## src/rtl/pid_duty_compensator.sv

```systemverilog
`default_nettype none
// ============================================================================
//  Module   : pid_duty_compensator
//  Purpose  : Incremental-form digital PID compensator feeding a counter-based
//             DPWM. For each accepted ADC sample it forms the voltage error,
//             evaluates u[n] = u[n-1] + K0*e[n] + K1*e[n-1] + K2*e[n-2] on one
//             time-shared multiplier, clamps the duty state (anti-windup), and
//             presents a registered 9-bit duty command.
//  Ports    : clk        - system clock (shared with the DPWM), rising edge
//             rst        - asynchronous reset, active low (0 = reset)
//             adc_data   - unsigned 8-bit output-voltage sample
//             adc_valid  - one-cycle strobe qualifying adc_data
//             vref       - unsigned 8-bit reference, captured with adc_data
//             d_n        - registered duty command to the DPWM
//             d_valid    - one-cycle pulse when d_n updates
//             busy       - high while a computation is in progress
//             overrun    - one-cycle pulse when a sample is dropped
//  Revision : 1.0 - initial release
// ============================================================================
module pid_duty_compensator #(
    parameter logic signed [11:0] K0        = 12'sd24,
    parameter logic signed [11:0] K1        = -12'sd32,
    parameter logic signed [11:0] K2        = 12'sd10,
    parameter int                 FRAC      = 4,
    parameter int                 DUTY_INIT = 256,
    parameter int                 DUTY_MIN  = 8,
    parameter int                 DUTY_MAX  = 460
) (
    input  logic       clk,
    input  logic       rst,
    input  logic [7:0] adc_data,
    input  logic       adc_valid,
    input  logic [7:0] vref,
    output logic [8:0] d_n,
    output logic       d_valid,
    output logic       busy,
    output logic       overrun
);

    // Duty state carries 9 integer bits plus FRAC fractional bits.
    localparam int                 c_UW    = 9 + FRAC;
    localparam logic signed [25:0] c_UMIN  = 26'(DUTY_MIN * (2 ** FRAC));
    localparam logic signed [25:0] c_UMAX  = 26'(DUTY_MAX * (2 ** FRAC));
    localparam logic [c_UW-1:0]    c_UINIT = c_UW'(DUTY_INIT * (2 ** FRAC));

    typedef enum logic [2:0] {
        S_IDLE   = 3'd0,
        S_MAC0   = 3'd1,
        S_MAC1   = 3'd2,
        S_MAC2   = 3'd3,
        S_SAT    = 3'd4,
        S_UPDATE = 3'd5
    } state_t;

    state_t                   state_q;
    logic signed [8:0]        e_reg_q;
    logic signed [8:0]        e1_q;
    logic signed [8:0]        e2_q;
    logic signed [23:0]       acc_q;
    logic        [c_UW-1:0]   u_q;
    logic        [8:0]        d_n_q;
    logic                     d_valid_q;
    logic                     busy_q;
    logic                     overrun_q;

    // ------------------------------------------------------------------
    // Shared multiplier: operands are steered by the current MAC state.
    // ------------------------------------------------------------------
    logic signed [11:0] mul_coef;
    logic signed [8:0]  mul_err;
    logic signed [20:0] prod;
    logic signed [23:0] prod_ext;
    logic signed [23:0] acc_d;

    always_comb begin
        mul_coef = K0;
        mul_err  = e_reg_q;
        case (state_q)
            S_MAC1: begin
                mul_coef = K1;
                mul_err  = e1_q;
            end
            S_MAC2: begin
                mul_coef = K2;
                mul_err  = e2_q;
            end
            default: ;
        endcase
    end

    assign prod     = $signed({{9{mul_coef[11]}}, mul_coef}) * $signed({{12{mul_err[8]}}, mul_err});
    assign prod_ext = {{3{prod[20]}}, prod};
    // MAC0 starts a fresh accumulation; MAC1/MAC2 add onto it.
    assign acc_d    = (state_q == S_MAC0) ? prod_ext : (acc_q + prod_ext);

    // ------------------------------------------------------------------
    // Saturating update of the duty state. Clamping u itself is what
    // prevents windup: there is no other integrator to unwind.
    // ------------------------------------------------------------------
    logic signed [25:0] sum;
    logic [c_UW-1:0]    u_d;

    assign sum = $signed({{2{acc_q[23]}}, acc_q}) + $signed({{(26 - c_UW){1'b0}}, u_q});

    always_comb begin
        u_d = sum[c_UW-1:0];
        if (sum < c_UMIN) begin
            u_d = c_UMIN[c_UW-1:0];
        end else if (sum > c_UMAX) begin
            u_d = c_UMAX[c_UW-1:0];
        end
    end

    // ------------------------------------------------------------------
    // Sequencer and all state registers.
    // ------------------------------------------------------------------
    always_ff @(posedge clk or negedge rst) begin
        if (!rst) begin
            state_q   <= S_IDLE;
            e_reg_q   <= '0;
            e1_q      <= '0;
            e2_q      <= '0;
            acc_q     <= '0;
            u_q       <= c_UINIT;
            d_n_q     <= 9'(DUTY_INIT);
            d_valid_q <= 1'b0;
            busy_q    <= 1'b0;
            overrun_q <= 1'b0;
        end else begin
            d_valid_q <= 1'b0;
            // A strobe outside IDLE (including the UPDATE cycle) is dropped.
            overrun_q <= adc_valid && (state_q != S_IDLE);
            case (state_q)
                S_IDLE: begin
                    if (adc_valid) begin
                        e_reg_q <= $signed({1'b0, vref}) - $signed({1'b0, adc_data});
                        busy_q  <= 1'b1;
                        state_q <= S_MAC0;
                    end
                end
                S_MAC0: begin
                    acc_q   <= acc_d;
                    state_q <= S_MAC1;
                end
                S_MAC1: begin
                    acc_q   <= acc_d;
                    state_q <= S_MAC2;
                end
                S_MAC2: begin
                    acc_q   <= acc_d;
                    state_q <= S_SAT;
                end
                S_SAT: begin
                    u_q     <= u_d;
                    state_q <= S_UPDATE;
                end
                S_UPDATE: begin
                    // u is never negative, so dropping fraction bits is floor.
                    d_n_q     <= u_q[FRAC +: 9];
                    d_valid_q <= 1'b1;
                    e2_q      <= e1_q;
                    e1_q      <= e_reg_q;
                    busy_q    <= 1'b0;
                    state_q   <= S_IDLE;
                end
                default: begin
                    state_q <= S_IDLE;
                    busy_q  <= 1'b0;
                end
            endcase
        end
    end

    assign d_n     = d_n_q;
    assign d_valid = d_valid_q;
    assign busy    = busy_q;
    assign overrun = overrun_q;

endmodule
`default_nettype wire

```

## config.mk

```make
export PLATFORM = sky130hd
export DESIGN_NAME = pid_duty_compensator
export DESIGN_NICKNAME = d
export VERILOG_FILES = /design/src/rtl/pid_duty_compensator.sv
export SDC_FILE = /design/constraint.sdc
export NUM_CORES = 1
export LEC_CHECK = 0
export CAP_MARGIN = 20
export CORE_MARGIN = 3
export CORE_UTILIZATION = 55
export CTS_CLUSTER_SIZE = 8
export DETAILED_ROUTE_END_ITERATION = 7
export PLACE_DENSITY = 0.82
export SYNTH_ARGS = -nofsm -noshare
export SYNTH_HDL_FRONTEND = slang
export SYNTH_SLANG_ARGS = --single-unit
```

## constraint.sdc

```tcl
create_clock -name clk -period 9.1 [get_ports clk]
set_input_delay 2.275 -clock clk [delete_from_list [all_inputs] [get_ports clk]]
set_output_delay 2.275 -clock clk [all_outputs]
set_load 0.02 [all_outputs]
```

==> results of run 1 <==
-- cells in the mapped netlist, types with 10 or more instances --
master and instances:
nor2_1 42, a31oi_1 10, a21oi_1 52, o21ai_0 48, xnor2_1 27, xor2_1 14
a21o_1 13, clkbuf_1 14, and2_1 18, ha_1 83, nand2_1 156, fa_1 45
nand3_1 13, inv_1 103, dfrtp_1 76
-- worst reg2reg max path, delay by kind of cell (launching register included) --
family | cells | cell delay (ps)
mux | 1 | 370
simple gates | 5 | 1280
flops | 1 | 600
fa+ha+maj | 7 | 3160
buf+inv | 3 | 160
compound gates | 14 | 2690
-- flip-flops by register name, summed over array words and instances (netlist names) --
register / count
d_valid: 1
d_n: 9
e_reg_q: 9
busy: 1
e2_q: 9
e1_q: 9
acc_q: 23
overrun: 1
state_q: 3
u_q: 13
-- area by class of cell --
class / count / area, µm² / share of cell area
Sequential cell: 78 / 1960 / 0.242
Clock inverter: 7 / 57.6 / 0.00711
Timing Repair Buffer: 35 / 335 / 0.0414
Tap cell: 172 / 215 / 0.0266
Inverter: 104 / 390 / 0.0482
Multi-Input combinational cell: 657 / 4910 / 0.607
Clock buffer: 9 / 225 / 0.0278
-- metal layers --
metal	global-route usage	vias to the layer above
met5	0	-
met4	0.0707	0
met3	0.0452	21
met2	0.386	134
met1	0.281	2810
li1	-	2963
-- metrics by stage --
step,cells,hold slack [ps]
after detailed placement,1046,454
after floorplan,856,437
after global placement,1046,449
final,1062,469
after global routing,1062,481
after CTS,1062,471
-- final timing paths --
kind	slack [ps]	cells past startpoint	from	to
worst max-delay path	760	30	state_q[0]	acc_q[23]
worst min-delay path	470	2	e2_q[3]	e2_q[3]
worst max register to register	760	30	state_q[0]	acc_q[23]
worst min register to register	470	2	e2_q[3]	e2_q[3]
max in group asynchronous	6310	1	rst	state_q[1]
min in group asynchronous	2080	1	rst	acc_q[23]
-- logic make-up (layout without fill, tap and decap cells) --
family / Yosys count / after routing / share of synthesized area
AO/OA/AOI/OAI: 197 / 197 / 0.171
XOR/XNOR: 41 / 41 / 0.0491
adder cells (fa/ha/maj): 128 / 128 / 0.265
buffers and inverters: 121 / 155 / 0.0623
flip-flops: 78 / 78 / 0.267
multiplexers: 8 / 8 / 0.0111
AND/OR/NAND/NOR: 283 / 283 / 0.174
-- repair_timing --
action / in CTS / in global routing
setup endpoints to repair: 0 / 1
gates resized for setup: 0 / 4
hold buffers: 0 / 0
==> metrics.txt, run 1 <==
core area 12800 µm²; Largest stage delay, worst path 600 ps; Mapped Avg Cell Area between 8 and 9 µm²; vias in the first global route 5823; syn nets 1003; ANT nets after route 0; yosys warns 0; drc violations 0; Startpoint Class flop; global-route wire length before repair 26600 µm; crit path buf inv count 3; Synth area leader dfrtp_1; maximum fanout along the worst path 17; met2 WL 7920 µm; DP Area 7800 µm²; WP data required 9360 ps; final worst path period share 0.917; layout cells sized above 1 0.0517; CTS H-tree depth 3; count of final max-slew check failures 0; delay-heaviest family, CP adder cells; average wire per standard cell 14.8 µm; most common cell after layout, fill and taps aside nand2_1; Max clock buf depth 2; initial core utilization 0.570; # setup viols final 0; minimum clock period 8340 ps; largest cells by area after synthesis dfrtp_1 26%, ha_1 14%, fa_1 12%; most frequent cells in the layout 156 x nand2_1, 103 x inv_1, 83 x ha_1; Reg clk slew, reported paths approximately 60 ps; die width 121 µm; initial DRC count 314; pre-CTS setup slack 623 ps; Max Fclk between 0.1 and 0.15 GHz; Die Y 121 µm; I/O Buffers 30; post-DP HPWL roughly 12000 µm; Sink Count 78; data arrival time of the worst path between 8000 and 9000 ps; design area about 8100 µm²; Avg Vias per Cell 5.58; Post-Syn Area around 7300 µm²; run status finished, final reports clean; endpoint type of the worst setup path flop; fraction of registers with async set/reset 1.00; vias 5928; synthesis-to-finish area growth 10.7%; Hold WC Path Type flop to flop; nets 1032; final WL 15700 µm; post-synthesis cell count between 800 and 900; Crit Path Category flop to flop; Total Routing Usage GR 0.224; Top Layer Used met4; Worst-Margin Slew about 990 ps; CTS tree yes; post-synthesis sequential area ratio 0.267; Skew-Pair Late Insertion Delay 350 ps; postcts setup bufs 0; FP Rows 41; I/O pins 31; RSZ-0062 raised after global routing false; FF+latch count, synth 78; slew margin rel. 0.337; met3 routed WL 730 µm; DR pass1 iterations 5; setup TNS 0 ps; clk_skew 11.6 ps; clock buffer count from CTS 9; final hold viol count 0; total grt overflow 0; Max Cap Viol 0; number of synthesized flops with an enable pin 0; GPL Wtd Cong 0.916; M1 WL 6830 µm; die area 14700 µm²; initial antenna violation count 0; Most used DFF post-synth dfrtp_1; Slowest-stage cell, CP dfrtp_1; Root Driver clkbuf_16; final worst slack ~760 ps; Yosys cell types 64; final core utilization 0.631; largest net degree at the start of global routing 79; share of Yosys cell area claimed by the top area cell type 0.260; layout filler cell count 1089; Diodes inserted 0
Power of run 1 is not shown: default switching activity piles up to over one toggle a cycle in this logic, so the estimate is an artifact.
==> run 2: changes to the inputs <==
--- a/config.mk
+++ b/config.mk
@@ -6,11 +6,13 @@
 export NUM_CORES = 1
 export LEC_CHECK = 0
 export CAP_MARGIN = 20
+export CELL_PAD_IN_SITES_DETAIL_PLACEMENT = 1
+export CELL_PAD_IN_SITES_GLOBAL_PLACEMENT = 1
 export CORE_MARGIN = 3
-export CORE_UTILIZATION = 55
+export CORE_UTILIZATION = 48
 export CTS_CLUSTER_SIZE = 8
 export DETAILED_ROUTE_END_ITERATION = 7
-export PLACE_DENSITY = 0.82
+export PLACE_DENSITY = 0.91
 export SYNTH_ARGS = -nofsm -noshare
 export SYNTH_HDL_FRONTEND = slang
 export SYNTH_SLANG_ARGS = --single-unit
==> metrics.txt, run 2 (same netlist as run 1, synthesis figures left out) <==
run status finished, final reports clean (unchanged); Hold WC Path Type flop to flop (unchanged); postcts setup bufs 0 (unchanged); endpoint type of the worst setup path flop (unchanged); largest net degree at the start of global routing 51 (was 79); Max clock buf depth 2 (unchanged); global-route wire length before repair 36100 µm (was 26600 µm); Startpoint Class flop (unchanged); average wire per standard cell 20.6 µm (was 14.8 µm); final worst path period share 0.946 (was 0.917); Avg Vias per Cell 5.87 (was 5.58); layout filler cell count 1710 (was 1089); # setup viols final 0 (unchanged); FP Rows 44 (was 41); Max Cap Viol 0 (unchanged); Root Driver clkbuf_16 (unchanged); maximum fanout along the worst path 12 (was 17); Skew-Pair Late Insertion Delay 360 ps (was 350 ps); core area 14700 µm² (was 12800 µm²); initial DRC count 275 (was 314); drc violations 0 (unchanged); minimum clock period 8610 ps (was 8340 ps); die area 16800 µm² (was 14700 µm²); CTS hold repair buffers 0 (unchanged); Total Routing Usage GR 0.276 (was 0.224); clk_skew 7.49 ps (was 11.6 ps); clock buffer count from CTS 9 (unchanged); Slowest-stage cell, CP fa_1 (was dfrtp_1); Sink Count 78 (unchanged); Crit Path Category flop to flop (unchanged); vias in the first global route 7170 (was 5823); slew margin rel. 0.388 (was 0.337); Max Fclk 0.116 GHz (was 0.120 GHz); WP data required 9380 ps (was 9360 ps); I/O Buffers 30 (unchanged); most frequent cells in the layout 156 x nand2_1, 102 x inv_1, 83 x ha_1 (was 156 x nand2_1, 103 x inv_1, 83 x ha_1); Reg clk slew, reported paths 60 ps (about the same); final hold slack 478 ps (was 469 ps); ANT nets after route 0 (unchanged); vias 6326 (was 5928); count of final max-slew check failures 0 (unchanged); Diodes inserted 0 (unchanged); die width 129 µm (was 121 µm); GPL Wtd Cong 0.872 (was 0.916); Worst-Margin Slew 916 ps (was 995 ps); Die Y 129 µm (was 121 µm); setup TNS 0 ps (unchanged); DR pass1 iterations 4 (was 5); biggest regs acc_q: 23 flops, u_q: 13 flops (unchanged); Gates resized, CTS repair 0 (unchanged); CTS H-tree depth 3 (unchanged); final WL 22200 µm (was 15700 µm); largest reg by FF count acc_q (unchanged); final hold viol count 0 (unchanged); initial antenna violation count 0 (unchanged); layout cells sized above 1 0.0548 (was 0.0517); total grt overflow 0 (unchanged); nets 1036 (was 1032); initial core utilization 0.498 (was 0.570); CTS tree yes (unchanged); Largest register FFs 23 (unchanged); post-DP HPWL 16400 µm (was 12200 µm); Largest stage delay, worst path 540 ps (was 600 ps); synthesis-to-finish area growth 11.6% (was 10.7%); most common cell after layout, fill and taps aside nand2_1 (unchanged); I/O pins 31 (unchanged); data arrival time of the worst path 8890 ps (was 8600 ps)
-- run 2: worst max-delay path: cells and delay by family, from the launching register on --
kind / cells / cell delay, ps
DFF: 1 / 400
AOI/OAI and AO/OA: 14 / 2810
and+or+nand+nor: 5 / 1290
adders and majority gates: 7 / 3220
buffers and inverters: 4 / 430
muxes: 1 / 370
-- run 2: stage by stage --
step | utilization | cells | area, µm² | setup WS (ps)
floorplan | - | 856 | 7310 | 1180
global placement | 0.534 | 1062 | 7840 | 878
detailed placement | 0.534 | 1062 | 7840 | 269
CTS | 0.554 | 1078 | 8150 | 129
global route | 0.555 | 1078 | 8160 | -2.90
finish | 0.555 | 1078 | 8160 | 490
-- run 2: metal layers --
layer  up-vias  global-route usage  share of wire
li1       2960                   -              -
met1      3169               0.310           0.40
met3        66              0.0371          0.026
met5         -                   0              0
met4         0               0.139          0.047
met2       131               0.510           0.53
-- run 2: final cells by class --
| class | instances | area [µm²] | share of cell area |
|---|---|---|---|
| Multi-Input combinational cell | 657 | 4920 | 0.602 |
| Sequential cell | 78 | 1950 | 0.239 |
| Inverter | 104 | 394 | 0.0483 |
| Timing Repair Buffer | 39 | 365 | 0.0448 |
| Clock buffer | 12 | 246 | 0.0302 |
| Tap cell | 184 | 230 | 0.0282 |
| Clock inverter | 4 | 55.1 | 0.00674 |
-- run 2: path summary, 6_finish.rpt --
kind	slack, ps	endpoint	start	cells after the start
max reg2reg	490	acc_q[23]	state_q[2]	31
max in group asynchronous	6230	e2_q[7]	rst	2
max	490	acc_q[23]	state_q[2]	31
min in group asynchronous	1840	acc_q[21]	rst	1
min	480	d_n[8]	d_n[8]	2
min reg2reg	480	d_n[8]	d_n[8]	2
Power of run 2 is left out for the same reason.
==> variant 1: new RTL, settings of run 2 <==
Put one more register stage on the output `overrun`, cleared by the reset. The value now appears one clock later. The other outputs are not delayed to match. Comments in the files are not updated.
--- a/src/rtl/pid_duty_compensator.sv
+++ b/src/rtl/pid_duty_compensator.sv
@@ -176,3 +176,9 @@
     assign busy    = busy_q;
-    assign overrun = overrun_q;
+    always_ff @(posedge clk or negedge rst) begin
+        if (!rst) begin
+            overrun <= '0;
+        end else begin
+            overrun <= overrun_q;
+        end
+    end
 
Check against the original RTL: not equivalent (a bounded check fails within 4 cycles, from zero or initial values and one cycle with rst low).
==> variant 1 against run 2 <==
- largest cell class unchanged
- synthesized cell count rose by 0.12%
- sequential cell count is 1 higher
- worst setup slack improved by 180 ps
- routed wire length increased by 1.5%
- cell area rose by 0.29%
- clock skew is 6.2 ps higher
- cell count barely moved
- synthesized area up 0.34%
Power is left out: the tool's default activity adds up to more than one toggle a clock period on the data nets, which glitch-free logic cannot reach.
==> variant 1: results (changes against run 2) <==
| Metric | Value |
|---|---|
| Arrival time worst endpoint | `8710 ps (was 8890 ps)` |
| Reg-to-reg slack, setup | `670 ps (was 490 ps)` |
| CP delay by family, top | `compound AO/OA/AOI/OAI gates (was adder cells)` |
| Wl on met1 | `8920 µm (was 8880 µm)` |
| Vias in the first global route | `7113 (was 7170)` |
| First-pass GRT wire length | `36700 µm (was 36100 µm)` |
| GRT Util Overall | `28.0% (was 27.6%)` |
| Metal2 WL | `12000 µm (was 11700 µm)` |
| Metal3 WL | `802 µm (was 576 µm)` |
| Met2 usage | `51.1% (was 51.0%)` |
| Drt total wl | `22500 µm (was 22200 µm)` |
| Share of post-route cells with drive strength above 1 | `5.36% (was 5.48%)` |
| Reg clk slew, reported paths | `80 ps (was 60 ps)` |
| Fill count | `1765 (was 1710)` |
| DR iter-0 viols | `309 (was 275)` |
| Largest net degree at the start of global routing | `63 (was 51)` |
| Status | `completed (unchanged)` |
| Met1 usage | `32.4% (was 31.0%)` |
| Worst-margin pin slew | `953 ps (was 916 ps)` |
| Top cells by count, synth | `nand2_1 (156), inv_1 (103), ha_1 (83) (unchanged)` |
| Post-placement setup slack | `524 ps (was 269 ps)` |
| Post-layout minimum cycle time | `8430 ps (was 8610 ps)` |
| DRT Pass-1 Iters | `5 (was 4)` |
| Critical path fanouts, max | `16 (was 12)` |
| Met3 GRT Util | `4.86% (was 3.71%)` |
==> variant 1: area by class of cell <==
type                            count  share of cell area (%)
Sequential cell                    79                    24.2
Multi-Input combinational cell    657                    60.0
Inverter                          104                    4.77
Clock buffer                        9                    2.75
Clock inverter                      7                    1.04
Tap cell                          184                    2.81
Timing Repair Buffer               39                    4.46
==> variant 1: final timing paths <==
check / to / depth (start not counted) / start
hold / removal: overrun$_DFF_PN0_ / 0 / overrun_q$_DFF_PN0_
max in group asynchronous: e1_q[7]$_DFFE_PN0P_ / 2 / rst
setup reg to reg: acc_q[23]$_DFFE_PN0N_ / 33 / state_q[2]$_DFFE_PN0P_
hold reg to reg: overrun$_DFF_PN0_ / 0 / overrun_q$_DFF_PN0_
setup / recovery: acc_q[23]$_DFFE_PN0N_ / 33 / state_q[2]$_DFFE_PN0P_
min in group asynchronous: busy$_DFFE_PN0P_ / 1 / rst
==> variant 1: metrics by stage <==
stage	std cells	area [µm²]	util [%]	hold WS, ps
after detailed placement	1063	7870	53.3	342
final	1079	8190	55.5	388
after global routing	1079	8190	55.5	384
after floorplan	857	7340	-	331
after CTS	1079	8180	55.4	384
after global placement	1063	7870	53.3	333
==> variant 1: timing repair <==
action | in CTS | in global routing
endpoints found under the setup margin | 0 | 2
buffers inserted | 0 | 0
hold buffers | 0 | 0
resized for setup | 0 | 2
==> variant 1: kinds of logic after synthesis <==
| group | count (synthesis) | share of synthesized area, % |
|---|---|---|
| xor+xnor | 41 | 4.89 |
| mux | 8 | 1.11 |
| simple gates | 283 | 17.3 |
| compound gates | 197 | 17.1 |
| buf+inv | 121 | 6.21 |
| flops | 79 | 27.0 |
| fa+ha+maj | 128 | 26.4 |
==> variant 2: new RTL, settings of run 2 <==
Without the edit above. The parameter `FRAC` goes from 4 to 2.
--- a/src/rtl/pid_duty_compensator.sv
+++ b/src/rtl/pid_duty_compensator.sv
@@ -23,3 +23,3 @@
     parameter logic signed [11:0] K2        = 12'sd10,
-    parameter int                 FRAC      = 4,
+    parameter int                 FRAC      = 2,
     parameter int                 DUTY_INIT = 256,
Function: changed (a bounded check fails within 10 cycles, from zero or initial values and one cycle with rst low).
==> variant 2 against run 2 <==
- non-clock buffer count stayed put
- worst setup slack better by 4.7 ps
- critical endpoint is now acc_q[23]$_DFFE_PN0P_
- sequential cell count is 2 lower
- cell area shrank 0.38%
- routed wire length is 6.2% lower
- critical path depth shrank 4
- synthesized area up 0.27%
- global-route usage decreased by 1.5 points
- synthesized cell count up 0.82%
- count of clock-buffer cells in the layout down 3
- cell count down 0.37%
- largest cell class unchanged
Power is not shown: default switching activity piles up to over one toggle a cycle in this logic, so the estimate is an artifact.
==> variant 2: results (changes against run 2) <==
| Metric | Value |
|---|---|
| Placed Cells | `1057 (was 1062)` |
| Synth Area in XOR/XNOR | `4.66% (was 4.91%)` |
| Post-DP HPWL | `15600 µm (was 16400 µm)` |
| DR iter-0 viols | `231 (was 275)` |
| Synth Area in Compound Gates | `17.0% (was 17.1%)` |
| DRT Pass-1 Iters | `5 (was 4)` |
| Vias | `6327 (was 6326)` |
| Arrival time worst endpoint | `8830 ps (was 8890 ps)` |
| Synth top area cells | `dfrtp_1 (25%), ha_1 (14%), fa_1 (12%), nand2_1 (7.3%), inv_1 (5.1%) (was dfrtp_1 (26%), ha_1 (14%), fa_1 (12%), nand2_1 (8.0%), inv_1 (5.3%))` |
| Placed instance area | `7820 µm² (was 7840 µm²)` |
| Worst-margin pin slew | `858 ps (was 916 ps)` |
| Sequential area share after synthesis | `26.0% (was 26.7%)` |
| Avg Cell Area, Syn | `8.50 µm² (was 8.54 µm²)` |
| Mux contribution to synthesized area | `0.682% (was 1.11%)` |
| Share of post-route cells with drive strength above 1 | `5.06% (was 5.48%)` |
| Post-placement setup slack | `277 ps (was 269 ps)` |
| Drt wl/cell | `19.4 µm (was 20.6 µm)` |
| First-pass GRT wire length | `34800 µm (was 36100 µm)` |
| Synth cell types | `65 (was 64)` |
| Layout Nets | `1030 (was 1036)` |
| Top cells by count, synth | `nand2_1 (142), inv_1 (100), ha_1 (82) (was nand2_1 (156), inv_1 (103), ha_1 (83))` |
| Global placer's final weighted congestion | `0.855 (was 0.872)` |
| Biggest regs | `acc_q x23, u_q x11 (was acc_q x23, u_q x13)` |
| Largest net degree at the start of global routing | `77 (was 51)` |
| Maximum single-stage delay on the critical path | `790 ps (was 540 ps)` |
| Vias in the first global route | `7037 (was 7170)` |
| Critical path fanouts, max | `19 (was 12)` |
| Fraction of the mapped netlist area in adder cells | `26.0% (was 26.5%)` |
| Status | `completed (unchanged)` |
| GRT Util Overall | `26.1% (was 27.6%)` |
| Setup Skew | `6.41 ps (was 7.49 ps)` |
## variant 2: worst min-delay path, stage by stage, from the launching register on
cell	delay (ps)
dfstp_2	370
nand2_1	50
nand2_1	50
## variant 2: final timing paths
check,cells past startpoint,from,slack [ps],end
max reg2reg,27,state_q[2]$_DFFE_PN0P_,490,acc_q[23]$_DFFE_PN0P_
max in group asynchronous,2,rst,6720,d_n[8]$_DFFE_PN1P_
max,27,state_q[2]$_DFFE_PN0P_,490,acc_q[23]$_DFFE_PN0P_
min reg2reg,2,d_n[8]$_DFFE_PN1P_,460,d_n[8]$_DFFE_PN1P_
min,2,d_n[8]$_DFFE_PN1P_,460,d_n[8]$_DFFE_PN1P_
min in group asynchronous,1,rst,1740,acc_q[19]$_DFFE_PN0P_
## variant 2: cell families after synthesis
logic type                 count (synthesis)
adders and majority gates                126
xor gates and xnor gates                  39
muxes                                      5
DFF                                       76
AOI/OAI and AO/OA                        191
and+or+nand+nor                          297
buffers and inverters                    129
## variant 2: final cells by class
cell class,count,area [µm²],share of cell area (%)
multi-input combinational,658,4950,60.8
sequential,76,1910,23.4
timing repair buffer,39,385,4.74
inverter,101,379,4.66
tap,184,230,2.83
clock buffer,9,225,2.77
clock inverter,7,58.8,0.723
## variant 2: timing repair
item                                    CTS  global route
buffers inserted                          0             0
resized for setup                         0             2
endpoints found under the setup margin    0             5
## variant 2: layer usage
| layer | track usage, % | up-vias | wire length, µm |
|---|---|---|---|
| met2 | 47.0 | 133 | 10700 |
| li1 | - | 3000 | - |
| met5 | 0 | - | 0 |
| met4 | 10.5 | 0 | 711 |
| met3 | 4.74 | 59 | 876 |
| met1 | 30.6 | 3135 | 8530 |
